===== src/rtl/proc_sequencer_if.sv =====
// Control bundle between the instruction sequencer and the Rx/Ry/A/G datapath.
// master = sequencer side, slave = instruction source / datapath side.
interface proc_sequencer_if #(
    parameter int NREG   = 4,
    parameter int RSEL_W = 2,
    parameter int IW     = 4 + 2 * RSEL_W
);
    logic            run;
    logic [IW-1:0]   instr;
    logic [NREG-1:0] rin;
    logic [NREG-1:0] rout;
    logic            din_out;
    logic            ai;
    logic            gi;
    logic            go;
    logic [1:0]      alu;
    logic            ldpc;
    logic            pc_inc;
    logic            busy;
    logic            done;

    modport master (
        input  run, instr,
        output rin, rout, din_out, ai, gi, go, alu, ldpc, pc_inc, busy, done
    );

    modport slave (
        output run, instr,
        input  rin, rout, din_out, ai, gi, go, alu, ldpc, pc_inc, busy, done
    );
endinterface


===== src/rtl/proc_sequencer.sv =====
// Multi-cycle T1..T3 control sequencer for the shared-bus register/ALU datapath.
// Optional feature macro ILLEGAL_TRAP_EN: undefined opcodes halt and raise 'illegal'.
module proc_sequencer #(
    parameter int NREG   = 4,
    parameter int RSEL_W = 2,
    parameter int IW     = 4 + 2 * RSEL_W
) (
    input  logic               clk,
    input  logic               reset,
    proc_sequencer_if.master   bus
`ifdef ILLEGAL_TRAP_EN
    ,
    output logic               illegal
`endif
);
    typedef enum logic [2:0] {
        IDLE = 3'd0,
        T1   = 3'd1,
        T2   = 3'd2,
        T3   = 3'd3,
        HALT = 3'd4
    } state_e;

    typedef enum logic [3:0] {
        OP_LOAD = 4'b0000,
        OP_MOV  = 4'b0001,
        OP_ADD  = 4'b0010,
        OP_XOR  = 4'b0011,
        OP_BR   = 4'b0101
    } op_e;

    state_e            state, nxt;
    logic [IW-1:0]     ir;
    logic [3:0]        op;
    logic [RSEL_W-1:0] rx, ry;
    logic              last;
    logic              cap;

    assign op = ir[IW-1 -: 4];
    assign rx = ir[2*RSEL_W-1 -: RSEL_W];
    assign ry = ir[RSEL_W-1:0];

    always_ff @(posedge clk) begin
        if (reset) begin
            state <= IDLE;
            ir    <= '0;
        end else begin
            state <= nxt;
            if (cap) ir <= bus.instr;
        end
    end

    // 'last' marks the final step; a capture there chains straight into T1.
    always_comb begin
        last = 1'b0;
        nxt  = state;
        case (state)
            IDLE: nxt = IDLE;
            T1: begin
                case (op)
                    OP_LOAD, OP_MOV, OP_BR: last = 1'b1;
                    OP_ADD, OP_XOR:         nxt  = T2;
                    default: begin
`ifdef ILLEGAL_TRAP_EN
                        nxt  = HALT;
`else
                        last = 1'b1;
`endif
                    end
                endcase
            end
            T2:      nxt  = T3;
            T3:      last = 1'b1;
            HALT:    nxt  = HALT;
            default: nxt  = IDLE;
        endcase
        cap = bus.run && !reset && ((state == IDLE) || last);
        if (cap)       nxt = T1;
        else if (last) nxt = IDLE;
    end

    always_comb begin
        bus.rin     = '0;
        bus.rout    = '0;
        bus.din_out = 1'b0;
        bus.ai      = 1'b0;
        bus.gi      = 1'b0;
        bus.go      = 1'b0;
        bus.alu     = 2'b00;
        bus.ldpc    = 1'b0;
        bus.pc_inc  = cap;
        bus.busy    = (state != IDLE);
        bus.done    = last;
        case (state)
            T1: begin
                case (op)
                    OP_LOAD: begin
                        bus.din_out = 1'b1;
                        bus.rin[rx] = 1'b1;
                    end
                    OP_MOV: begin
                        bus.rout[ry] = 1'b1;
                        bus.rin[rx]  = 1'b1;
                    end
                    OP_ADD, OP_XOR: begin
                        bus.rout[rx] = 1'b1;
                        bus.ai       = 1'b1;
                    end
                    OP_BR: begin
                        bus.din_out = 1'b1;
                        bus.ldpc    = 1'b1;
                    end
                    default: ;
                endcase
            end
            T2: begin
                bus.rout[ry] = 1'b1;
                bus.gi       = 1'b1;
                bus.alu      = (op == OP_XOR) ? 2'b10 : 2'b01;
            end
            T3: begin
                bus.go      = 1'b1;
                bus.rin[rx] = 1'b1;
            end
            default: ;
        endcase
    end

`ifdef ILLEGAL_TRAP_EN
    assign illegal = (state == HALT);
`endif
endmodule


===== src/flat_wrapper.sv =====
// flat-port wrapper written by rule: the top's interface ports become plain ports
module proc_sequencer_flat 
#(
    parameter int NREG   = 4,
    parameter int RSEL_W = 2,
    parameter int IW     = 4 + 2 * RSEL_W
)
  (clk, reset, bus_run, bus_instr, bus_rin, bus_rout, bus_din_out, bus_ai, bus_gi, bus_go, bus_alu, bus_ldpc, bus_pc_inc, bus_busy, bus_done);
  proc_sequencer_if #(.NREG(NREG), .RSEL_W(RSEL_W), .IW(IW)) bus_i ();
  input  logic clk;
  input  logic reset;
  input wire logic [$bits(bus_i.run)-1:0] bus_run;
  input wire logic [$bits(bus_i.instr)-1:0] bus_instr;
  output wire logic [$bits(bus_i.rin)-1:0] bus_rin;
  output wire logic [$bits(bus_i.rout)-1:0] bus_rout;
  output wire logic [$bits(bus_i.din_out)-1:0] bus_din_out;
  output wire logic [$bits(bus_i.ai)-1:0] bus_ai;
  output wire logic [$bits(bus_i.gi)-1:0] bus_gi;
  output wire logic [$bits(bus_i.go)-1:0] bus_go;
  output wire logic [$bits(bus_i.alu)-1:0] bus_alu;
  output wire logic [$bits(bus_i.ldpc)-1:0] bus_ldpc;
  output wire logic [$bits(bus_i.pc_inc)-1:0] bus_pc_inc;
  output wire logic [$bits(bus_i.busy)-1:0] bus_busy;
  output wire logic [$bits(bus_i.done)-1:0] bus_done;
  assign bus_i.run = bus_run;
  assign bus_i.instr = bus_instr;
  assign bus_rin = bus_i.rin;
  assign bus_rout = bus_i.rout;
  assign bus_din_out = bus_i.din_out;
  assign bus_ai = bus_i.ai;
  assign bus_gi = bus_i.gi;
  assign bus_go = bus_i.go;
  assign bus_alu = bus_i.alu;
  assign bus_ldpc = bus_i.ldpc;
  assign bus_pc_inc = bus_i.pc_inc;
  assign bus_busy = bus_i.busy;
  assign bus_done = bus_i.done;
  proc_sequencer #(.NREG(NREG), .RSEL_W(RSEL_W), .IW(IW)) u_core (.clk(clk), .reset(reset), .bus(bus_i));
endmodule

===== config.mk =====
export PLATFORM = sky130hd
export DESIGN_NAME = proc_sequencer_flat
export DESIGN_NICKNAME = d
export VERILOG_FILES = /design/src/rtl/proc_sequencer_if.sv /design/src/rtl/proc_sequencer.sv /design/src/flat_wrapper.sv
export SDC_FILE = /design/constraint.sdc
export NUM_CORES = 1
export LEC_CHECK = 0
export ABC_AREA = 1
export CORE_UTILIZATION = 43
export DETAILED_ROUTE_END_ITERATION = 8
export GPL_TIMING_DRIVEN = 0
export PLACE_DENSITY = 0.82
export SETUP_SLACK_MARGIN = 0.02
export SYNTH_ARGS = -nofsm -noshare
export SYNTH_HDL_FRONTEND = slang
export SYNTH_SLANG_ARGS = --single-unit

===== constraint.sdc =====
create_clock -name clk -period 3.2 [get_ports clk]
set_input_delay 0.96 -clock clk [delete_from_list [all_inputs] [get_ports clk]]
set_output_delay 0.96 -clock clk [all_outputs]
set_load 0.05 [all_outputs]

Word-level counts from Yosys, hierarchy flattened. Index checks and enable logic that the tools add are counted.

Memory bits (read-only): 0. Latch bits: 0. Input bits: 11. Bits in registers: 11. Memories kept: 0. Word-level logic and storage cells: 58. Bits in writable memories: 0. Output and inout port bits: 18.

Add/subtract/negate cells: 0. Equal/unequal tests: 11. Div/mod/pow operators: 0. Shift-type cells: 0. $lt $le $gt $ge: 4. Multiply operators: 0. Mux-type cells: 24. Bitwise operators: 1. Reduce and logical (&&, ||, !) cells: 15.

Operator list (number): $pmux W4 S2 (3); $mux W1 (13); $pmux W3 S4 (1); $eq A4 B2 Y1 const B (2); $eq A3 B2 Y1 const B (2); $lt A2 B3 Y1 const B (2); $reduce_or A2 Y1 (3); $demux W1 S2 (2); $eq A4 B1 Y1 const B (1); $eq A4 B3 Y1 const B (1); $ge A2 B1 Y1 const B (2); $logic_and A1 B1 Y1 (4); $logic_not A4 Y1 (1); $mux W2 (2); $mux W4 (1); $ne A4 B4 Y1 const B (1); $reduce_and A2 Y1 (2); $eq A3 B1 Y1 const B (1); $eq A3 B3 Y1 const B (1); $logic_not A3 Y1 (1); $mux W3 (1); $ne A3 B3 Y1 const B (1); $reduce_bool A3 Y1 (1); $reduce_or A3 Y1 (1); 5 further kinds (5).

Depth between registers and ports, before layout. Gate-level depths: netlist (run 1).

Depth in word-level cells: 8. Mapped depth: 8. Mapped depth without buffers: 8.

Worst setup path after synthesis (run 1). OpenSTA, ideal clock, no wires.

Path kind: register to output. Start: register u_core.ir[6]. End: output port bus_alu[1]. Data required time: 2.240 ns. Path slack: 0.180 ns. Stages on the path, launching flop included: 4. Arrival time: 2.060 ns. Path buffers: 0. Cell sequence: dfxtp_1 -> nor2_2 -> inv_1 -> nor4_1.

Word-level cells in the longest chain between the ends: 3.

RTL lines: start: declaration (line proc_sequencer.sv:33) `logic [IW-1:0] ir;`; start signal: assignment (line proc_sequencer.sv:49) `if (cap) ir <= bus.instr;`; $eq A4 B2 Y1 (line proc_sequencer.sv:119) `bus.alu = (op == OP_XOR) ? 2'b10 : 2'b01;`; $mux W2 (line proc_sequencer.sv:119); $mux W2 (line proc_sequencer.sv:94) `case (state)`; end: declaration (line flat_wrapper.sv:20) `output wire logic [$bits(bus_i.alu)-1:0] bus_alu;`.

Every way passes these cells.

Worst setup path in the final report (run 1).
Start: input port bus_run. End: output port bus_pc_inc.

Word-level cells in the longest chain between the ends: 2.

RTL lines: start: declaration (line flat_wrapper.sv:12) `input wire logic [$bits(bus_i.run)-1:0] bus_run;`; $logic_and A1 B1 Y1 (2 in series) (line proc_sequencer.sv:77) `cap = bus.run && !reset && ((state == IDLE) || last);`; end: declaration (line flat_wrapper.sv:22) `output wire logic [$bits(bus_i.pc_inc)-1:0] bus_pc_inc;`.

Every way passes these cells.

==> flow_summary_export.csv, run 1 <==
group,metric,value,unit
outcome,outcome,"finished clean",
yosys,yosysTopAreaCell,"dfxtp_1",
final_layout,layout-drive-gt1-share,0.0775,
clock_network,cts_tree,"built",
yosys,synthesis.nets,108,
global_route,grt_max_degree,11,
sta,relSlewSlack,0.664,
sta,worst_slew_pin_slew,0.503,ns
route,dr.max_layer_used,"met4",
route,wl_met1,723,um
yosys,ys_ff_latch,11,
yosys,ys_top_cells_by_area,"dfxtp_1 (34%), nand3_1 (21%), inv_1 (9.2%)",
critical_path,critPathLaunch,"bus_run",
clock_network,cts_num_sinks,11,
sta,finClkSkew,0.00286,ns
final_layout,syn2layout_area_growth,52.5,%
place,dp.cells,140,
critical_path,worstSetupPathType,"primary input to output port",
yosys,synthArstFlopShare,0,
power,switching_power,142,uW
final_layout,layout.cells.non_filler,144,
critical_path,cp_slowest_cell,"clkdlybuf4s50_1",
power,irDropWorstVdd,0.000214,V
final_layout,fillCellCount,118,
critical_path,r2r_end,"u_core.ir[2]",
die,num_rows,13,
route,detail_route.drc_violations,0,
clock_network,cts.clk_slew.worst_paths,0.07,ns
route,wirelength,1670,um
critical_path,reg2regPathDepth,7,
critical_path,endpoint,"bus_pc_inc",
final_layout,layout.nets,141,
critical_path,cp_num_buf_inv,2,
route,wire_per_inst,11.6,um
yosys,synth_ff_type,"dfxtp_1",
place,gp_congestion,0.740,
final_layout,seq_area,220,sq um
critical_path,crit_cells,4,
critical_path,crit_required,2.24,ns
final_layout,antenna_cells,0,
sta,fmax,324,MHz
die,chipWidth,41.0,um
sta,period_share,0.965,
route,vias_per_cell,5.30,
sta,final_hold_viol_count,0,
die,start_util,0.484,
final_layout,multi_input_area,369,sq um
critical_path,startpoint_type,"primary input",
place,placed_area,952,sq um
flow_run,cap_violations,0,
yosys,syn_avg_cell_area,6.73,sq um
yosys,syn_area,653,sq um
yosys,ys_types,18,
yosys,netlist_instances,97,
power,powerDensity,383,nW/um^2
power,seq_power_share,0.411,
sta,slew_viol_final,0,
clock_network,cts_buffers,3,
yosys,yosysSeqAreaShare,0.337,
die,die_area,1680,sq um
global_route,grt-ovfl-total,0,
place,io_buffer_count,28,
critical_path,worst_path_largest_cell_delay,0.59,ns
die,fp.dieH,41.0,um
final_layout,post-route-util,0.738,
global_route,grtUsageTotal,0.233,
min_path,hold_path.class,"flip-flop to flip-flop",
power,p_leak,0.000571,uW
clock_network,htree_num_levels,1,
yosys,synth-edff-count,0,
route,vias,763,
die,core_area,1350,sq um
die,io_pins,29,
clock_network,clock-root-buffer,"clkbuf_4",
critical_path,cp.arrival,2.13,ns
sta,finalCriticalPeriod,3.09,ns
critical_path,crit_path_cell_trace,"clkdlybuf4s50_1, nand2_8, nor2_1, clkdlybuf4s15_2",
yosys,ys_warn_count,0,
sta,setup_violations,0,
clock_network,cts_buffer_depth,2,
route,drt_iter0_drc,29,
route,route.met2.wl,837,um
yosys,netlist_top_cells_count,"nand3_1 (27), inv_1 (16), nand2_1 (16)",
power,switching_share,0.373,
yosys,synth_top_area_frac,0.337,
yosys,yosys.cell_count.top_type,"nand3_1",
global_route,grt_pass1_vias,586,
critical_path,r2r_slack,1.96,ns
critical_path,crit_family,"buffers and inverters",
power,pwr-share-comb,0.337,
power,intPower,239,uW
final_layout,fin_area,996,sq um
route,ant_nets,0,
critical_path,path_max_fanout,10,
clock_network,clock_latency,0.27,ns
global_route,grt_pass1_wl,2500,um
global_route,antenna_found_initial,0,
place,dpl.hpwl,1290,um
critical_path,reg2reg_from,"u_core.ir[6]",
power,p_clk_frac,0.252,
sta,rsz0062_at_grt,"false",
route,drtPass1Iterations,4,
critical_path,cp-end-kind,"output port",
route,met3WireLength,85,um
-- power groups by stage --
stage	combinational [uW]	sequential, uW	clock [uW]
3_3_place_gp	126	159	0
3_5_place_dp	129	160	0
2_1_floorplan	87.8	157	0
4_1_cts	130	156	96.8
6_report	129	157	96.0
5_1_grt	140	158	103
-- kinds of logic (layout without fill, tap and decap cells) --
logic type | count (synthesis) | count (layout) | share of synthesized area
AND/OR/NAND/NOR | 63 | 63 | 0.513
AO/OA/AOI/OAI | 6 | 6 | 0.0517
flip-flops | 11 | 11 | 0.337
buffers and inverters | 17 | 49 | 0.0977
-- metrics by stage --
step	setup TNS, ns	total power, uW	hold slack [ns]	setup slack (ns)
2_1_floorplan	0	245	0.437	0.180
3_3_place_gp	-0.290	285	0.448	-0.290
3_5_place_dp	-0.319	289	0.462	-0.319
4_1_cts	0	383	0.473	0.0436
5_1_grt	0	401	0.493	0.0397
6_report	0	381	0.473	0.112
-- worst min-delay path by stage --
stage	startpoint	to	slack (ns)	cells past startpoint
after floorplan	u_core.state[2]	u_core.state[2]	0.44	2
after global placement	u_core.state[2]	u_core.state[2]	0.45	2
after detailed placement	u_core.state[2]	u_core.state[2]	0.46	2
after CTS	u_core.state[2]	u_core.state[2]	0.47	2
after global routing	u_core.state[2]	u_core.state[2]	0.49	2
final	u_core.state[2]	u_core.state[2]	0.47	2
-- worst reg2reg max path, cell delays in order (launching register included) --
cell and delay, ns:
dfxtp_1 0.34, nor2_2 0.23, nand3_2 0.15, nand2_4 0.13, nand2_8 0.09, nand2_8 0.10, nand3_1 0.09, nand2_1 0.07
-- flip-flops by register name, summed over array words and instances, names as in the netlist --
register	flops
u_core.state	3
u_core.ir	8
-- layout make-up --
type                       instances  share of cell area
multi-input combinational         69               0.371
tap                               15              0.0188
clock buffer                       4              0.0264
timing repair buffer              28               0.299
inverter                          17              0.0641
sequential                        11               0.221
-- placed cells by master, fill, tap and decap left out, drive strengths merged --
cell type      instances
nand2                 19
o21ai                  1
a31oi                  1
o211ai                 1
clkinv                 1
nor4                   1
nor2                   9
dlygate4sd2            1
dlymetal6s2s           7
a21oi                  3
dfxtp                 11
nand3                 28
inv                   16
nand3b                 1
clkbuf                 4
clkdlybuf4s15          1
nand4                  1
nor3                   4
clkdlybuf4s50         19
-- what timing repair did --
action                                  CTS  global route
endpoints found under the setup margin    2             7
hold buffers                              0             0
cloned                                    0             0
buffers inserted                          0             0
gates resized for setup                   4             7
-- metal layers --
| layer | up-vias | track usage |
|---|---|---|
| met4 | 0 | 0.100 |
| met3 | 4 | 0.0652 |
| met1 | 343 | 0.274 |
| li1 | 388 | - |
| met5 | - | 0 |
| met2 | 28 | 0.391 |
Note: power is estimated with default switching activity, not from simulation.
==> inputs of run 2 (changes only) <==
--- a/config.mk
+++ b/config.mk
@@ -8,7 +8,6 @@
 export ABC_AREA = 1
 export CORE_UTILIZATION = 43
 export DETAILED_ROUTE_END_ITERATION = 8
-export GPL_TIMING_DRIVEN = 0
 export PLACE_DENSITY = 0.82
 export SETUP_SLACK_MARGIN = 0.02
 export SYNTH_ARGS = -nofsm -noshare
==> flow_summary_export.csv, run 2 (synthesis results as in run 1) <==
group,metric,value,unit
clock_network,cts_num_sinks,11,
final_layout,antenna_cells,0,
critical_path,cp.arrival,2.00,ns
sta,fin_ws,0.242,ns
power,p_leak,0.000590,uW
sta,tns,0,ns
global_route,antenna_found_initial,0,
critical_path,reg2regPathDepth,7,
sta,final_hold_viol_count,0,
flow_run,cap_violations,0,
place,gp_congestion,0.731,
final_layout,final_common_cell,"nand3_1",
sta,finalCriticalPeriod,2.96,ns
sta,worst_slew_pin_slew,0.514,ns
route,vias_per_cell,5.00,
die,core_area,1350,sq um
min_path,min_from,"u_core.state[2]",
clock_network,htree_num_levels,1,
route,drt_iter0_drc,12,
critical_path,crit_top_cell,"nor2_2",
place,pre_cts_slack,0.255,ns
die,die_area,1680,sq um
clock_network,cts_tree,"built",
power,irDropWorstVdd,0.000306,V
critical_path,reg2reg_from,"u_core.ir[6]",
clock_network,cts_hold_repair.buffers,0,
sta,setup_violations,0,
die,io_pins,29,
die,chipWidth,41.0,um
route,drtPass1Iterations,4,
critical_path,cp-end-kind,"output port",
final_layout,layout.nets,141,
critical_path,startpoint_type,"flip-flop",
global_route,grt_max_degree,11,
clock_network,post_cts_buffers,0,
global_route,grt_pass1_wl,2210,um
final_layout,syn2layout_area_growth,54.4,%
die,fp.dieH,41.0,um
final_layout,layout-drive-gt1-share,0.0775,
final_layout,layout_common_cells,"nand3_1 (27), clkdlybuf4s50_1 (19), inv_1 (16), nand2_1 (16), dfxtp_1 (11)",
sta,rsz0062_at_grt,"false",
clock_network,cts_resized,0,
route,vias,720,
min_path,hold_path.class,"flip-flop to flip-flop",
critical_path,r2r_end,"u_core.ir[5]",
min_path,hold_end,"u_core.state[2]",
critical_path,path_max_fanout,5,
sta,period_share,0.924,
critical_path,worstSetupPathType,"flip-flop to output port",
global_route,grtUsageTotal,0.209,
die,start_util,0.484,
outcome,outcome,"finished clean",
place,io_buffer_count,28,
route,wire_per_inst,10.3,um
critical_path,cp_slowest_cell,"clkdlybuf4s50_1",
sta,finClkSkew,0.00143,ns
sta,relSlewSlack,0.657,
global_route,grt_pass1_vias,533,
final_layout,largest_reg_flops,8,
power,powerDensity,377,nW/um^2
clock_network,clock_latency,0.27,ns
clock_network,cts.clk_slew.worst_paths,0.07,ns
clock_network,cts_buffer_depth,2,
clock_network,cts_buffers,3,
critical_path,r2r_slack,1.99,ns
sta,slew_viol_final,0,
final_layout,reg_top3,"u_core.ir: 8 flops, u_core.state: 3 flops",
critical_path,worst_path_largest_cell_delay,0.83,ns
sta,fmax,338,MHz
die,num_rows,13,
critical_path,crit_family,"buffers and inverters",
clock_network,clock-root-buffer,"clkbuf_4",
final_layout,regMostFlops,"u_core.ir",
route,detail_route.drc_violations,0,
place,dpl.hpwl,1190,um
route,ant_nets,0,
global_route,grt-ovfl-total,0,
critical_path,crit_path_cell_trace,"nor2_2, nand3_2, nor2_2, clkdlybuf4s50_1",
route,wirelength,1490,um
min_path,hold_depth,2,
critical_path,crit_required,2.24,ns
critical_path,cp_num_buf_inv,1,
[run 2: cell count changes in the layout (fill, tap and decap cells not counted)]
cell	delta
buf_12	+1
clkdlybuf4s15_2	-1
dlygate4sd2_1	-1
dlymetal6s2s_1	+1
[run 2: layout make-up]
| cell class | count | area (sq um) |
|---|---|---|
| Sequential cell | 11 | 220 |
| Fill cell | 116 | 342 |
| Clock buffer | 4 | 26.3 |
| Inverter | 17 | 63.8 |
| Multi-Input combinational cell | 69 | 369 |
| Tap cell | 15 | 18.8 |
| Timing Repair Buffer | 28 | 310 |
[run 2: worst max-delay path by stage]
stage,end,start,depth (start not counted),slack [ns]
after floorplan,bus_alu[1],u_core.ir[6],3,0.18
after global placement,bus_pc_inc,bus_run,4,0.27
after detailed placement,bus_pc_inc,bus_run,4,0.26
after CTS,bus_rin[0],u_core.ir[6],6,0.07
after global routing,bus_din_out,u_core.state[2],6,0.11
final,bus_ai,u_core.ir[6],4,0.24
[run 2: metrics by stage]
step                std cells  power, uW  hold slack [ns]  cell area (sq um)  utilization
finish                    144        380            0.464               1010        0.747
global route              144        401            0.508               1010        0.747
CTS                       144        385            0.463                988        0.732
detailed placement        140        290            0.453                962        0.713
global placement          140        288            0.448                962        0.713
floorplan                  97        245            0.437                653            -
[run 2: power by group]
group          total (uW)  leakage, uW  switching, uW  internal [uW]
combinational         130     0.000484           82.8           46.9
sequential            157    0.0000903           10.4            146
clock                93.6    0.0000150           45.4           48.2
[run 2: metal layers]
metal	wire [um]	GRT usage	up-vias
met1	721	0.244	311
met2	681	0.328	18
li1	-	-	387
met4	22	0.100	0
met3	65	0.0815	4
met5	0	0	-
[run 2: worst reg2reg max path, cell delays in order, from the launching register on]
cell     delay [ns]
dfxtp_1        0.34
nor2_2         0.22
nand3_2        0.14
nand2_4        0.13
nand2_8        0.09
nand2_8        0.10
nand3_1        0.08
nand2_1        0.06
==> inputs of run 3 (changes only) <==
--- a/config.mk
+++ b/config.mk
@@ -8,7 +8,7 @@
 export ABC_AREA = 1
 export CORE_UTILIZATION = 43
 export DETAILED_ROUTE_END_ITERATION = 8
-export PLACE_DENSITY = 0.82
+export PLACE_DENSITY = 0.79
 export SETUP_SLACK_MARGIN = 0.02
 export SYNTH_ARGS = -nofsm -noshare
 export SYNTH_HDL_FRONTEND = slang
==> flow_summary_export.csv, run 3 (synthesis results as in run 1) <==
group,metric,value,unit
outcome,outcome,"finished clean",
sta,finalCriticalPeriod,3.08,ns
route,wire_per_inst,11.1,um
sta,tns,0,ns
clock_network,cts_buffer_depth,2,
sta,final_hold_viol_count,0,
critical_path,crit_required,2.24,ns
power,powerDensity,384,nW/um^2
final_layout,largest_reg_flops,8,
die,start_util,0.484,
critical_path,reg2regPathDepth,8,
final_layout,regMostFlops,"u_core.ir",
sta,relSlewSlack,0.650,
route,vias_per_cell,4.95,
global_route,grt_pass1_vias,574,
critical_path,cp-end-kind,"output port",
critical_path,r2r_end,"u_core.ir[2]",
sta,worst_slew_pin_slew,0.523,ns
final_layout,fillCellCount,111,
critical_path,critPathLaunch,"u_core.ir[6]",
clock_network,clock-root-buffer,"clkbuf_4",
power,switching_share,0.372,
clock_network,cts.clk_slew.worst_paths,0.07,ns
clock_network,cts_num_sinks,11,
sta,slew_viol_final,0,
global_route,grtUsageTotal,0.220,
power,irDropWorstVdd,0.000272,V
place,placed_area,962,sq um
sta,setup_violations,0,
route,wirelength,1600,um
clock_network,cts_tree,"built",
final_layout,layout_common_cells,"nand3_1 (27), clkdlybuf4s50_1 (21), inv_1 (16), nand2_1 (16), dfxtp_1 (11)",
clock_network,htree_num_levels,1,
power,p_leak,0.000552,uW
power,intPower,242,uW
sta,finClkSkew,0.00407,ns
power,seq_power_share,0.406,
min_path,hold_path.class,"flip-flop to flip-flop",
sta,fmax,325,MHz
die,fp.dieH,41.0,um
route,vias,713,
die,io_pins,29,
critical_path,endpoint,"bus_rin[3]",
critical_path,r2r_slack,1.98,ns
die,core_area,1350,sq um
final_layout,reg_top3,"u_core.ir: 8 flops, u_core.state: 3 flops",
final_layout,final_common_cell,"nand3_1",
place,io_buffer_count,28,
die,die_area,1680,sq um
sta,rsz0062_at_grt,"false",
place,gp_congestion,0.745,
critical_path,path_max_fanout,5,
die,num_rows,13,
final_layout,fin_area,1000,sq um
final_layout,antenna_cells,0,
critical_path,worstSetupPathType,"flip-flop to output port",
route,drt_iter0_drc,21,
global_route,antenna_found_initial,0,
final_layout,layout.nets,141,
flow_run,cap_violations,0,
critical_path,reg2reg_from,"u_core.state[2]",
final_layout,syn2layout_area_growth,53.6,%
place,dpl.hpwl,1260,um
critical_path,startpoint_type,"flip-flop",
die,chipWidth,41.0,um
global_route,grt-ovfl-total,0,
route,drtPass1Iterations,4,
clock_network,clock_latency,0.28,ns
power,p_clk_frac,0.255,
sta,period_share,0.963,
power,switching_power,143,uW
clock_network,cts_buffers,3,
power,pwr-share-comb,0.339,
route,ant_nets,0,
final_layout,layout-drive-gt1-share,0.0775,
global_route,grt_pass1_wl,2300,um
route,detail_route.drc_violations,0,
clock_network,cts_hold_repair.buffers,0,
global_route,grt_max_degree,11,
critical_path,cp.arrival,2.12,ns
==> run 3: cell types whose count changed in the layout (fill, tap and decap cells not counted) <==
| cell | before | now |
|---|---|---|
| clkdlybuf4s50_1 | 19 | 21 |
| dlymetal6s2s_1 | 8 | 6 |
==> run 3: how the worst min path moves through the flow <==
stage	startpoint	endpoint	slack, ns	depth (start not counted)
after floorplan	u_core.state[2]	u_core.state[2]	0.44	2
after global placement	u_core.state[2]	u_core.state[2]	0.45	2
after detailed placement	u_core.state[2]	u_core.state[2]	0.46	2
after CTS	u_core.state[2]	u_core.state[2]	0.47	2
after global routing	u_core.ir[4]	u_core.ir[4]	0.50	2
final	u_core.state[2]	u_core.state[2]	0.47	2
==> run 3: layer usage <==
layer | global-route usage | wire length [um] | vias up
met4 | 0.167 | 25 | 0
li1 | - | - | 387
met2 | 0.359 | 759 | 28
met3 | 0.0652 | 117 | 4
met5 | 0 | 0 | -
met1 | 0.235 | 698 | 294
==> run 3: timing repair <==
| item | in CTS | in global routing |
|---|---|---|
| endpoints found under the hold margin | 0 | 0 |
| setup endpoints to repair | 0 | 6 |
| setup buffers | 0 | 0 |
| gates resized for setup | 0 | 6 |
==> run 3: metrics by stage <==
step                      power, uW  worst slack, ns  hold WS (ns)  std cells  utilization
final                           385            0.119         0.467        144        0.743
after global routing            405           0.0207         0.499        144        0.743
after CTS                       389           0.0599         0.471        144        0.732
after detailed placement        291            0.251         0.460        140        0.713
after global placement          288            0.264         0.450        140        0.713
after floorplan                 245            0.180         0.437         97            -
==> run 3: power groups by stage <==
stage               logic [uW]  clock network, uW  registers (uW)
floorplan                 87.8                  0             157
global placement           129                  0             159
detailed placement         131                  0             159
CTS                        132                101             156
global route               140                108             157
finish                     130               98.4             156
==> run 3: layout make-up <==
type	count	area [sq um]	area share
clock buffers	4	26.3	0.0262
inverters	17	63.8	0.0636
multi-input cells	69	369	0.368
flip-flops and latches	11	220	0.219
well taps	15	18.8	0.0187
repair buffers	28	305	0.304
==> run 3: worst max-delay path, stage by stage (launching register included) <==
cell and delay, ns:
dfxtp_1 0.33, nor2_2 0.20, inv_1 0.08, o21ai_0 0.14
nand2_1 0.12, nor3_1 0.15, clkdlybuf4s50_1 0.82
